## config.mk

```make
export PLATFORM = sky130hd
export DESIGN_NAME = sram_1r1w_clr
export DESIGN_NICKNAME = d
export VERILOG_FILES = /design/src/rtl/sram_pkg.sv /design/src/rtl/sram_1r1w_core.sv /design/src/rtl/sram_1r1w_clr.sv
export SDC_FILE = /design/constraint.sdc
export NUM_CORES = 1
export LEC_CHECK = 0
export ABC_CLOCK_PERIOD_IN_PS = 9100
export CELL_PAD_IN_SITES_DETAIL_PLACEMENT = 1
export CELL_PAD_IN_SITES_GLOBAL_PLACEMENT = 1
export CORE_MARGIN = 2
export CORE_UTILIZATION = 30
export DETAILED_ROUTE_END_ITERATION = 10
export DONT_BUFFER_PORTS = 1
export MAX_ROUTING_LAYER = met4
export PLACE_DENSITY = 0.56
export RECOVER_POWER = 50
export SYNTH_ARGS = -nofsm -noshare
export SYNTH_HDL_FRONTEND = slang
export SYNTH_SLANG_ARGS = --single-unit
```

## constraint.sdc

```tcl
create_clock -name clk -period 9.1 [get_ports clk]
set_input_delay 1.82 -clock clk [delete_from_list [all_inputs] [get_ports clk]]
set_output_delay 1.82 -clock clk [all_outputs]
set_load 0.01 [all_outputs]
```

## src/rtl/sram_pkg.sv

```systemverilog
// Shared types and helpers for the 1R1W SRAM with clear engine.
// Holds the FSM state enum, the read-source select and the byte merge.
package sram_pkg;

  typedef enum logic {
    CLEAR = 1'b0,
    READY = 1'b1
  } state_t;

  typedef enum logic [1:0] {
    SRC_ZERO = 2'd0,
    SRC_MEM  = 2'd1,
    SRC_BYP  = 2'd2,
    SRC_INIT = 2'd3
  } rd_src_t;

  localparam int MAX_W = 1024;
  localparam int MAX_B = MAX_W / 8;

  // Replace each byte of old_w whose enable is set with the byte of new_w.
  // Callers size operands up to MAX_W and cast the result back down.
  function automatic logic [MAX_W-1:0] be_merge(
    input logic [MAX_W-1:0] old_w,
    input logic [MAX_W-1:0] new_w,
    input logic [MAX_B-1:0] be
  );
    logic [MAX_W-1:0] r;
    r = old_w;
    for (int i = 0; i < MAX_B; i++) begin
      if (be[i]) r[8*i +: 8] = new_w[8*i +: 8];
    end
    return r;
  endfunction

endpackage

```

## src/rtl/sram_1r1w_core.sv

```systemverilog
// Bare storage array: one byte-enabled write port, one synchronous read.
// Ports: clk, we/waddr/wdata/wbe (write), re/raddr/rdata (read, 1 cycle).
module sram_1r1w_core #(
  parameter int DATA_W = 8,
  parameter int ADDR_W = 7,
  parameter int DEPTH  = 128
) (
  input  logic                clk,
  input  logic                we,
  input  logic [ADDR_W-1:0]   waddr,
  input  logic [DATA_W-1:0]   wdata,
  input  logic [DATA_W/8-1:0] wbe,
  input  logic                re,
  input  logic [ADDR_W-1:0]   raddr,
  output logic [DATA_W-1:0]   rdata
);

  localparam int NB = DATA_W / 8;

  logic [DATA_W-1:0] mem [DEPTH];

  // Read sees the pre-write word on a same-address collision.
  always_ff @(posedge clk) begin
    if (we) begin
      for (int i = 0; i < NB; i++) begin
        if (wbe[i]) mem[waddr][8*i +: 8] <= wdata[8*i +: 8];
      end
    end
    if (re) rdata <= mem[raddr];
  end

endmodule

```

## src/rtl/sram_1r1w_clr.sv

```systemverilog
// Simple-dual-port SRAM with clear engine, range checks and RDW bypass.
// Ports: clk, rst, init_req/init_busy, wr_* write port, rd_* read port.
module sram_1r1w_clr
  import sram_pkg::*;
#(
  parameter int                DATA_W   = 8,
  parameter int                ADDR_W   = 7,
  parameter int                DEPTH    = 128,
  parameter int                WR_FIRST = 1,
  parameter logic [DATA_W-1:0] INIT_VAL = '0
) (
  input  logic                clk,
  input  logic                rst,
  input  logic                init_req,
  output logic                init_busy,
  input  logic                wr_en,
  input  logic [ADDR_W-1:0]   wr_addr,
  input  logic [DATA_W-1:0]   wr_data,
  input  logic [DATA_W/8-1:0] wr_be,
  input  logic                rd_en,
  input  logic [ADDR_W-1:0]   rd_addr,
  output logic [DATA_W-1:0]   rd_data,
  output logic                rd_valid
);

  localparam int NB = DATA_W / 8;
  localparam logic [ADDR_W:0]   DEPTH_L = (ADDR_W+1)'(DEPTH);
  localparam logic [ADDR_W-1:0] LAST    = ADDR_W'(DEPTH - 1);

  state_t            state, state_nx;
  logic [ADDR_W-1:0] clr_ptr, clr_ptr_nx;

  always_ff @(posedge clk or posedge rst) begin
    if (rst) begin
      state   <= CLEAR;
      clr_ptr <= '0;
    end else begin
      state   <= state_nx;
      clr_ptr <= clr_ptr_nx;
    end
  end

  always_comb begin
    state_nx   = state;
    clr_ptr_nx = clr_ptr;
    unique case (state)
      CLEAR: begin
        clr_ptr_nx = clr_ptr + 1'b1;
        if (clr_ptr == LAST) state_nx = READY;
      end
      READY: begin
        if (init_req) begin
          state_nx   = CLEAR;
          clr_ptr_nx = '0;
        end
      end
    endcase
  end

  logic ready, acc, wr_in, rd_in, wr_ok, rd_ok, hit;

  assign ready     = (state == READY);
  assign init_busy = ~ready;
  // The cycle that accepts init_req also drops both ports.
  assign acc   = ready & ~init_req;
  assign wr_in = {1'b0, wr_addr} < DEPTH_L;
  assign rd_in = {1'b0, rd_addr} < DEPTH_L;
  assign wr_ok = acc & wr_en & wr_in;
  assign rd_ok = acc & rd_en;
  assign hit   = wr_ok & rd_in & (wr_addr == rd_addr);

  logic              c_we;
  logic [ADDR_W-1:0] c_waddr;
  logic [DATA_W-1:0] c_wdata;
  logic [NB-1:0]     c_wbe;
  logic [DATA_W-1:0] c_rdata;

  assign c_we    = ~ready | wr_ok;
  assign c_waddr = ready ? wr_addr : clr_ptr;
  assign c_wdata = ready ? wr_data : INIT_VAL;
  assign c_wbe   = ready ? wr_be : {NB{1'b1}};

  sram_1r1w_core #(
    .DATA_W (DATA_W),
    .ADDR_W (ADDR_W),
    .DEPTH  (DEPTH)
  ) u_core (
    .clk   (clk),
    .we    (c_we),
    .waddr (c_waddr),
    .wdata (c_wdata),
    .wbe   (c_wbe),
    .re    (rd_ok & rd_in),
    .raddr (rd_addr),
    .rdata (c_rdata)
  );

  rd_src_t           src;
  logic [DATA_W-1:0] byp_data;
  logic [NB-1:0]     byp_be;

  // The output mux is steered by registered selects so rd_data
  // holds between reads and drops to zero the moment rst rises.
  always_ff @(posedge clk or posedge rst) begin
    if (rst) begin
      rd_valid <= 1'b0;
      src      <= SRC_ZERO;
      byp_data <= '0;
      byp_be   <= '0;
    end else begin
      rd_valid <= rd_ok;
      if (rd_ok) begin
        if (!rd_in) begin
          src <= SRC_INIT;
        end else if ((WR_FIRST != 0) && hit) begin
          src      <= SRC_BYP;
          byp_data <= wr_data;
          byp_be   <= wr_be;
        end else begin
          src <= SRC_MEM;
        end
      end
    end
  end

  // Bypass merges the old word (from the array) with the captured write.
  always_comb begin
    rd_data = '0;
    unique case (src)
      SRC_ZERO: rd_data = '0;
      SRC_MEM:  rd_data = c_rdata;
      SRC_BYP:  rd_data = DATA_W'(be_merge(MAX_W'(c_rdata),
                                           MAX_W'(byp_data),
                                           MAX_B'(byp_be)));
      SRC_INIT: rd_data = INIT_VAL;
    endcase
  end

endmodule
```

Yosys cells after proc, flatten, opt, wreduce, memory -nomap -nowiden
Memory sizes are Yosys's and may differ from the RTL's. A register that Yosys moved wholly into a read port is not among the register bits. Index checks and enable logic that the tools add are counted.

Bits in registers: 20. Bits in writable memories: 1024. Word-level logic and storage cells: 38. Memories: 1.

Add/sub/neg operators: 1. Equal/unequal tests: 6. Mux-type cells: 14. Bitwise operators: 7. Reductions and logical operators: 3.

Memories: u_core.mem (depth 128, width 8, rd ports 1, clocked after memory_dff 1, write ports 1, line sram_1r1w_core.sv:20) `logic [DATA_W-1:0] mem [DEPTH];`.

Operator list (count): case mux 8 bit (3 select lines) (1); 2-to-1 mux 8 bit (2); 2-to-1 mux 7 bit (2); case mux 7 bit (2 select lines) (1); adder 7 x 1 -> 7 bit, second input constant (1); equality test 7 bit (1); equality test 7 bit, second input constant (1); 2-to-1 mux 1 bit (6); bitwise AND 1 bit (4); equality test 2 bit, second input constant (2); equality test 2 x 1 -> 1 bit, second input constant (1); zero test 2 bit (1); 2-to-1 mux 2 bit (1); != test 2 bit, second input constant (1); inverter 1 bit (2); case mux 1 bit (2 select lines) (1); AND reduction 2 bit (1); OR reduction 2 bit (1); OR 1 bit (1).

Logic depth before layout (Yosys ltp)
Gate-level depths: netlist (run 1).

Depth in word-level cells: 6. Gate-level depth with buffers: 8. Gate-level depth less buffers: 5.

Hierarchy
From an unflattened synthesis (run 1), not the netlist that was laid out.

Cells, all modules: 1758. Area, all modules: 40999.3 um^2.

Modules (own cells, without submodules): sram_1r1w_core (instances 1, cells an instance 1633, area an instance 39766.9 um^2, sequential area each 30989.7 um^2); sram_1r1w_clr (instances 1, cells an instance 125, area an instance 1232.4 um^2, sequential area each 500.5 um^2).

Worst setup path before layout (run 1)
OpenSTA, ideal clock, no wires.

Path type: input -> register. Start point: input port rd_addr[0]. End point: register u_core.rdata[0], read port of u_core.mem (data pin). Library setup time: 0.260 ns. Arrival time: 4.190 ns. Setup slack: 4.650 ns. Stages on the path: 6. Path buffers: 2. Cells stage by stage: buf_2 -> clkbuf_1 -> mux4_2 -> mux4_2 -> mux4_2 -> mux2_2.

RTL lines: from (decl) (line sram_1r1w_clr.sv:21) `input logic [ADDR_W-1:0] rd_addr,`; to (decl) (line sram_1r1w_core.sv:15) `output logic [DATA_W-1:0] rdata`.

Worst setup path in the final report (run 1)
Start point: register state, in the netlist ready. End point: memory u_core.mem[74][0] (data pin).

Word-level cells in the longest chain between the ends: 1.

RTL lines: from (decl) (line sram_1r1w_clr.sv:30) `state_t state, state_nx;`; from (signal assigned) (line sram_1r1w_clr.sv:38) `state <= state_nx;`; 2-to-1 mux 8 bit (line sram_1r1w_clr.sv:80) `assign c_wdata = ready ? wr_data : INIT_VAL;`; via c_wdata[0] (line sram_1r1w_clr.sv:74) `logic [DATA_W-1:0] c_wdata;`; to (decl) (line sram_1r1w_core.sv:20).

The timed path passes the listed nets, and every way through them passes these cells.

==> results of run 1 <==
## worst max path at each step
stage | start | endpoint | depth (start not counted) | slack, ns
CTS | wr_addr[0] | u_core.mem[66][1]$_DFFE_PP_ | 5 | 4.75
global placement | wr_addr[0] | u_core.mem[74][1]$_DFFE_PP_ | 5 | 4.11
floorplan | rd_addr[0] | u_core.rdata[0]$_DFFE_PN_ | 6 | 4.65
detailed placement | wr_addr[0] | u_core.mem[2][2]$_DFFE_PP_ | 5 | 4.05
finish | ready$_DFF_PP0_ | u_core.mem[74][0]$_DFFE_PP_ | 3 | 2.98
global route | ready$_DFF_PP0_ | u_core.mem[74][0]$_DFFE_PP_ | 3 | 2.34
## through the flow
| stage | instances | utilization, % | setup slack [ns] |
|---|---|---|---|
| floorplan | 1764 | - | 4.650 |
| global route | 3669 | 34.25 | 2.340 |
| global placement | 3470 | 31.71 | 4.106 |
| CTS | 3668 | 34.29 | 4.753 |
| finish | 3670 | 34.25 | 2.980 |
| detailed placement | 3470 | 31.71 | 4.046 |
## worst max-delay path, stage by stage (launching register included)
cell	delay (ns)
dfrtp_1	0.34
clkbuf_1	1.18
and2_0	3.25
buf_4	0.92
## power breakdown
| part | internal (µW) | leakage [µW] | switching, µW |
|---|---|---|---|
| logic | 302 | 0.00258 | 605 |
| registers | 5490 | 0.00939 | 78.1 |
| clock network | 2490 | 0.00172 | 1870 |
## area by class of cell
class                   instances  area, µm²
clock buffers                 131       2853
fillers                     13170      89070
repair buffers                 18      106.4
clock inverters                67      641.9
flip-flops and latches       1052      31490
multi-input cells             613       9054
well taps                    1781       2228
inverters                       6      22.52
diodes                          2      5.005
## cell usage in the layout, fill, tap and decap left out, drive strengths merged, types with 2 or more instances in the layout
| cell type | instances |
|---|---|
| nand4 | 4 |
| mux2i | 11 |
| diode | 2 |
| buf | 9 |
| nand2 | 40 |
| edfxtp | 1032 |
| nor3 | 4 |
| and2 | 9 |
| mux2 | 19 |
| a32o | 2 |
| o31ai | 3 |
| nand2b | 2 |
| clkinvlp | 3 |
| dfrtp | 20 |
| o32ai | 2 |
| bufinv | 9 |
| clkinv | 53 |
| mux4 | 336 |
| inv | 8 |
| nor4 | 3 |
| nor2b | 3 |
| o21ai | 16 |
| clkbuf | 140 |
| nand3 | 9 |
| xnor2 | 8 |
| nor2 | 132 |
## per-layer routing
layer	up-vias	global-route usage (%)	routed length (µm)
met2	478	24.62	51500
li1	7553	-	-
met5	-	-	0
met4	0	3.124	1744
met1	10030	20.18	44530
met3	118	2.246	4507
## sequential cells by signal, summed over array words and instances (netlist names)
register	flops
rd_valid	1
byp_data	8
u_core.mem	1024
src	2
ready	1
u_core.rdata	8
clr_ptr	7
byp_be	1
## cells by family after synthesis
logic type                 synth area share, %
AOI/OAI and AO/OA                       0.4737
xor gates and xnor gates                0.1711
adders and majority gates              0.03055
buffers and inverters                    1.048
DFF                                      76.91
muxes                                    19.27
and+or+nand+nor                          2.090
==> out/metrics.yaml, run 1 <==
maxSlewViolCount: 828
yosysTopAreaCell: "edfxtp_1"
p_total_uw: 10840
track_usage_pct: 15.10
r2r_start: "ready$_DFF_PP0_"
drc_errors: 0
cts_buffer_depth: 3
drt_iter0_drc: 1762
seq_area_frac_synth_pct: 76.91
numCtsBuffers: 108
cts_root_buffer: "clkbuf_16"
dr_total_vias: 18180
postSynthCellCount: 1764
postCtsHoldBufs: 0
violations: "capacitance limit, slew limit"
finalSetupTns_ns: 0
hpwl_mm: 60.23
chipWidth_um: 373.4
post-route-min-period_ns: 6.120
cts_htree_levels: 3
ir_worst_vdd_uv: 172.9
cp-end-kind: "register"
clk-insertion-delay-late_ns: 0.68
rows: 135
coreArea_um2: 135500
area_growth_syn_to_layout_pct: 13.33
required_ns: 9.46
relSlewSlack_pct: -194.0
async_flop_share_pct: 1.901
synth_seq_cells: 1052
path_max_fanout: 73
max_freq_mhz: 163.4
worstHoldPathCells: 1
fin_crit_sh_pct: 67.26
synth_edf_count: 1032
holdCritPathClass: "register to register"
syn_area_um2: 40940
pin_count: 38
place_area_um2: 42960
hold_viol: 0
wirelength_mm: 102.3
synthTopCellsByCount: "1,032 x edfxtp_1, 336 x mux4_2, 132 x nor2_1, 46 x clkbuf_1, 40 x nand2_1"
clock_skew_ns: 0.02542
crit_arrival_ns: 6.48
worst_r2r_path_depth: 3
yosys_warnings: 0
drive_above_1_share_pct: 28.30
wire_per_inst_um: 27.87
post_synth_num_cell_types: 35
viasPerCell: 4.953
hold_start: "byp_data[0]$_DFFE_PP0P_"
rrSetupSlack_ns: 2.98
worst_hold_path.endpoint: "byp_data[0]$_DFFE_PP0P_"
die_area_um2: 139400
grt_max_degree: 258
synth_top_area_share_pct: 75.69
synth_ff_type: "edfxtp_1"
tightest_slew_ns: 4.410
io_buffers: 0
drt_pass1_iterations: 5
setup_violations: 0
cap_viol_max_count: 13
synth_nets: 1793
path_class: "register to register"
antenna_left: 0
cts_tree: "done"
cellLeakagePower_uw: 0.01369
synth.area.top_cells: "edfxtp_1 76%, mux4_2 18%, dfrtp_1 1.2%"
power_density_nw_per_um2: 233.6
synth_most_common_cell: "edfxtp_1"
start_util_pct: 30.22
layout.nets: 1828
overflow: 0
clock-sinks: 1052
antenna_found_initial: 4
outcome: "finished with violations"
grt_pass1_vias: 19720
rsz0062_at_grt: "false"
holdWs_ns: 0.5089
grt_pass1_wl_mm: 148.7
cts_resized: 0
die-height_um: 373.4
startpoint_type: "register"
design_area_um2: 46400
synth.avg_cell_area_um2: 23.21
r2r-end: "u_core.mem[74][0]$_DFFE_PP_"
cts_setup_buffers: 0
globalplace.congestion: 0.7705
path_clk_slew_ns: 0.06
Power figures use the tool's default switching activity.
==> run 2, diff against run 1 <==
ABC_CLOCK_PERIOD_IN_PS = 6190   (was 9100)
clock period = 6.19 ns   (was 9.1 ns; I/O delays follow)
==> run 2 against run 1 <==
Combinational power rose by 46%. Worst setup slack got worse by 1.6 ns. Power increased by 50%. Maximum frequency is 27% higher. Largest power group unchanged. The run still ends with capacitance limit, slew limit left. Design area is 0.49% higher. Sequential share of layout area shrank 0.33 points. Critical path depth rose by 3. Via count is 0.75% higher. Sequential power increased by 47%.
==> out/metrics.yaml, run 2 (synthesis gave the netlist of run 1 again) <==
rsz0062_at_grt: "false"
numCtsBuffers: 108  # unchanged
cellLeakagePower_uw: 0.01379  # +0.77%
required_ns: 6.49  # -2.97 ns
top_register: "u_core.mem"
drive_above_1_share_pct: 29.14  # +0.84 points
worst_r2r_path_depth: 6  # +3
r2r-end: "u_core.mem[122][5]$_DFFE_PP_"
met1_usage_pct: 20.84  # +0.66 points
worst_hold_path.endpoint: "byp_data[3]$_DFFE_PP0P_"
top_regs: "u_core.mem (1024), byp_data (8), u_core.rdata (8)"
fillers: 13120  # -0.36%
wire_per_inst_um: 27.87  # about the same
hold_start: "byp_data[3]$_DFFE_PP0P_"
finalSetupTns_ns: 0  # unchanged
post-route-min-period_ns: 4.829  # -1.292 ns
postCtsHoldBufs: 0  # unchanged
rows: 135  # unchanged
rrSetupSlack_ns: 1.36  # -1.62 ns
area_growth_syn_to_layout_pct: 13.88
start_util_pct: 30.22  # unchanged
globalplace.congestion: 0.7559  # -1.9%
clk-insertion-delay-late_ns: 0.68  # about the same
grt_busiest_layer: "met2"
cts_htree_levels: 3  # unchanged
cts_root_buffer: "clkbuf_16"
maxSlewViolCount: 279  # -66%
drt_iter0_drc: 1909  # +8.3%
die_area_um2: 139400  # unchanged
grt_pass1_wl_mm: 150.3  # +1.1%
path_class: "register to register"
antenna_left: 0  # unchanged
cap_viol_max_count: 4  # -9
path_clk_slew_ns: 0.06  # about the same
grt_max_degree: 258  # unchanged
track_usage_pct: 15.18  # +0.075 points
power_density_nw_per_um2: 348.6  # +49%
cts_resized: 0  # unchanged
r2r_start: "ready$_DFF_PP0_"
holdCritPathClass: "register to register"
ir_worst_vdd_uv: 271.6  # +57%
cts_tree: "done"
cts_buffer_depth: 3  # unchanged
die-height_um: 373.4  # unchanged
grtUsageMet2_pct: 24.20  # -0.42 points
drc_errors: 0  # unchanged
violations: "capacitance limit, slew limit"
final_cell_mix: "1,032 x edfxtp_1, 336 x mux4_2, 132 x nor2_1"
antennaDiodeCount: 0  # -2
relSlewSlack_pct: -37.55  # +160 points
path_max_fanout: 36  # -51%
dp_slack_ns: 1.892  # -2.154 ns
max_freq_mhz: 207.1  # +27%
tightest_slew_ns: 2.063  # -2.347 ns
layout.nets: 1832  # +0.22%
clock_skew_ns: 0.01801  # -0.007415 ns
largest_reg_flops: 1024  # unchanged
startpoint_type: "register"
cts_setup_buffers: 0  # unchanged
chipWidth_um: 373.4  # unchanged
crit_arrival_ns: 5.13  # -1.35 ns
viasPerCell: 4.987  # +0.70%
hold_viol: 0  # unchanged
fin_crit_sh_pct: 78.01  # +11 points
io_buffers: 0  # unchanged
overflow: 0  # unchanged
cp-end-kind: "register"
worstHoldPathCells: 1  # unchanged
worst_slack_ns: 1.361  # -1.618 ns
pin_count: 38  # unchanged
final_common_cell: "edfxtp_1"
outcome: "finished with violations"
met3_usage_pct: 2.071  # -0.17 points
drt_pass1_iterations: 6  # +1
startpoint: "ready$_DFF_PP0_"
dr_total_vias: 18310  # +0.75%
hpwl_mm: 60.34  # +0.19%
coreArea_um2: 135500  # unchanged
clock-sinks: 1052  # unchanged
antenna_found_initial: 0  # -4
wirelength_mm: 102.3  # about the same
p_total_uw: 16250  # +50%
setup_violations: 0  # unchanged
grt_pass1_vias: 19550  # -0.85%
[run 2: layout make-up]
cell class	instances	area, µm²	area share [%]
Clock buffer	131	2839	6.089
Clock inverter	67	838.3	1.798
Inverter	6	22.52	0.04830
Multi-Input combinational cell	613	9072	19.46
Sequential cell	1052	31490	67.54
Tap cell	1781	2228	4.779
Timing Repair Buffer	22	136.4	0.2925
[run 2: through the flow]
| stage | utilization, % | cells | hold slack, ns | area (µm²) |
|---|---|---|---|---|
| 2_1_floorplan | - | 1764 | 0.4718 | 40940 |
| 3_3_place_gp | 31.73 | 3474 | 0.4886 | 42980 |
| 3_5_place_dp | 31.73 | 3474 | 0.4950 | 42980 |
| 4_1_cts | 34.44 | 3672 | 0.5154 | 46660 |
| 5_1_grt | 34.42 | 3672 | 0.5195 | 46630 |
| 6_report | 34.42 | 3672 | 0.5137 | 46630 |
[run 2: power breakdown]
| group | leakage, µW | internal (µW) | switching [µW] |
|---|---|---|---|
| registers | 0.00939 | 8070 | 114 |
| logic | 0.00262 | 457 | 866 |
| clock network | 0.00179 | 3980 | 2770 |
[run 2: how the worst max path moves through the flow]
| stage | end | slack, ns |
|---|---|---|
| 3_5_place_dp | u_core.mem[74][3]$_DFFE_PP_ | 1.89 |
| 6_report | u_core.mem[122][5]$_DFFE_PP_ | 1.36 |
| 5_1_grt | u_core.mem[122][5]$_DFFE_PP_ | 1.08 |
| 3_3_place_gp | u_core.mem[74][2]$_DFFE_PP_ | 2.04 |
| 2_1_floorplan | u_core.rdata[0]$_DFFE_PN_ | 2.32 |
| 4_1_cts | u_core.mem[74][5]$_DFFE_PP_ | 2.35 |
[run 2: per-layer routing]
metal,routed length (µm),vias up
met4,1882,0
met2,50730,421
met1,45590,10190
met5,0,-
met3,4135,120
li1,-,7584
[run 2: critical path: stages (launching register included)]
cell and delay [ns]:
dfrtp_1 0.32, clkbuf_1 1.27, mux2i_1 0.89, and2_1 0.28
nand3_1 0.57, buf_4 0.49, nor2_1 0.61
==> run 3, diff against run 2 <==
ABC_CLOCK_PERIOD_IN_PS = 4600   (was 6190)
clock period = 4.6 ns   (was 6.19 ns; I/O delays follow)
==> run 3 against run 2 <==
The flow still finishes with violations (capacitance limit, slew limit). Global-route usage is 0.53 points higher. First-iteration DRC count is 0.94% higher. Power grew 31%. Clock skew up 0.0061 ns. Design area is 0.27% higher. Largest power group unchanged. Routed wire length grew 4.4%. Sequential cell count is the same.
==> out/metrics.yaml, run 3 (synthesis gave the netlist of run 1 again) <==
critical_path_buf_inv_count: 2  # unchanged
power_density_nw_per_um2: 456.1  # +31%
postCtsHoldBufs: 0  # unchanged
crit_top_cell: "clkbuf_1"
cp-end-kind: "register"
cts_buffer_depth: 3  # unchanged
rows: 135  # unchanged
path_max_fanout: 14  # -61%
cap_viol_max_count: 9  # +5
start_util_pct: 30.22  # unchanged
crit_slowest_cell: "nor2_1"
top_register: "u_core.mem"
antenna_left: 0  # unchanged
clock_skew_ns: 0.02408  # +0.006074 ns
path_clk_slew_ns: 0.06  # about the same
cts_resized: 0  # unchanged
outcome: "finished with violations"
layout.nets: 1902  # +3.8%
wirelength_mm: 106.9  # +4.4%
die_area_um2: 139400  # unchanged
seqCellArea_um2: 31490  # unchanged
cellLeakagePower_uw: 0.01396  # +1.2%
relSlewSlack_pct: -60.76  # -23 points
tightest_slew_ns: 2.411  # +0.3481 ns
met1_usage_pct: 21.55  # +0.71 points
cts_setup_buffers: 0  # unchanged
drt_pass1_iterations: 5  # -1
hpwl_mm: 64.53  # +6.9%
wire_per_inst_um: 28.54  # +2.4%
startpoint_type: "register"
drt_iter0_drc: 1927  # +0.94%
cts_tree: "done"
final_common_cell: "edfxtp_1"
chipWidth_um: 373.4  # unchanged
clk-insertion-delay-late_ns: 0.67  # about the same
holdCritPathClass: "input pin to asynchronous set/reset pin"
max_freq_mhz: 255.5  # +23%
multi_input_area_um2: 9047  # -0.28%
grt_pass1_wl_mm: 153.8  # +2.3%
maxSlewViolCount: 454  # +63%
rsz0062_at_grt: "false"
grt_busiest_layer: "met2"
required_ns: 4.87  # -1.62 ns
setup_violations: 0  # unchanged
drc_errors: 0  # unchanged
die-height_um: 373.4  # unchanged
numCtsBuffers: 106  # -1.9%
crit_chain: "mux2i_1 -> clkbuf_1 -> nand4_1 -> clkbuf_1 -> nor2_1"
path_class: "register to register"
cts_htree_levels: 3  # unchanged
coreArea_um2: 135500  # unchanged
grtUsageMet2_pct: 24.77  # +0.57 points
crit_arrival_ns: 4.19  # -0.94 ns
final_cell_mix: "1,032 x edfxtp_1, 336 x mux4_2, 132 x nor2_1"
top_regs: "u_core.mem (1024), byp_data (8), u_core.rdata (8)"
ir_worst_vdd_uv: 333.8  # +23%
violations: "capacitance limit, slew limit"
area_growth_syn_to_layout_pct: 14.19
cts_root_buffer: "clkbuf_16"
largest_reg_flops: 1024  # unchanged
fillers: 13210  # +0.69%
hold_viol: 0  # unchanged
final_util_pct: 34.51  # +0.092 points
dr_total_vias: 18890  # +3.2%
critPathMaxStageDelay_ns: 1.22  # -0.05 ns
overflow: 0  # unchanged
globalplace.congestion: 0.8226  # +8.8%
antenna_found_initial: 8  # +8
clock-sinks: 1052  # unchanged
drive_above_1_share_pct: 29.49  # +0.35 points
grt_max_degree: 258  # unchanged
pin_count: 38  # unchanged
post-route-min-period_ns: 3.913  # -0.9151 ns
met3_usage_pct: 2.200  # +0.13 points
fin_crit_sh_pct: 85.08  # +7.1 points
finalSetupTns_ns: 0  # unchanged
io_buffers: 0  # unchanged
critPathTopFamily: "simple AND/OR/NAND/NOR gates"
p_total_uw: 21320  # +31%
grt_pass1_vias: 19830  # +1.4%
track_usage_pct: 15.71  # +0.53 points
viasPerCell: 5.046  # +1.2%
-- run 3: final timing paths --
| kind | start | end | slack [ns] | cells after the start |
|---|---|---|---|---|
| worst min-delay path | rst | src[0]$_DFFE_PP0N_ | 0.31 | 1 |
| worst max register to register | ready$_DFF_PP0_ | u_core.mem[0][3]$_DFFE_PP_ | 0.69 | 5 |
| min in group clk | init_req | clr_ptr[1]$_DFFE_PP0P_ | 0.34 | 1 |
| max in group asynchronous | rst | clr_ptr[3]$_DFFE_PP0P_ | 3.76 | 1 |
| worst max-delay path | ready$_DFF_PP0_ | u_core.mem[0][3]$_DFFE_PP_ | 0.69 | 5 |
| worst min register to register | byp_data[5]$_DFFE_PP0P_ | byp_data[5]$_DFFE_PP0P_ | 0.51 | 1 |
-- run 3: worst register-to-register path: cells and delay by family (launching register included) --
family / cells / cell delay (ns)
simple gates: 2 / 1.50
buf+inv: 2 / 1.08
flops: 1 / 0.63
mux: 1 / 0.30
-- run 3: final cells by class --
type / instances / area share [%]
sequential: 1052 / 67.36
multi-input combinational: 613 / 19.35
clock buffer: 131 / 5.941
tap: 1781 / 4.766
timing repair buffer: 94 / 1.317
clock inverter: 64 / 1.204
inverter: 6 / 0.04817
antenna: 3 / 0.01606
-- run 3: power by group --
group | switching [µW] | total (µW) | internal (µW) | leakage (µW)
registers | 150 | 11000 | 10900 | 0.00939
logic | 1200 | 1860 | 660 | 0.00292
clock network | 3630 | 8460 | 4830 | 0.00165
total | 4980 | 21300 | 16300 | 0.0140
-- run 3: per-layer routing --
metal / vias to the layer above / wire length [µm]
li1: 7720 / -
met3: 153 / 5288
met4: 0 / 2459
met1: 10460 / 46700
met2: 556 / 52410
met5: - / 0
-- run 3: metrics by stage --
step | worst slack, ns | instance area (µm²) | instances | hold WS [ns]
floorplan | 0.9596 | 40940 | 1764 | 0.4718
global route | 0.4658 | 46750 | 3742 | 0.3262
global placement | 1.063 | 43510 | 3546 | 0.4873
CTS | 1.026 | 46850 | 3741 | 0.2983
detailed placement | 1.023 | 43510 | 3546 | 0.4966
finish | 0.6865 | 46750 | 3744 | 0.3080
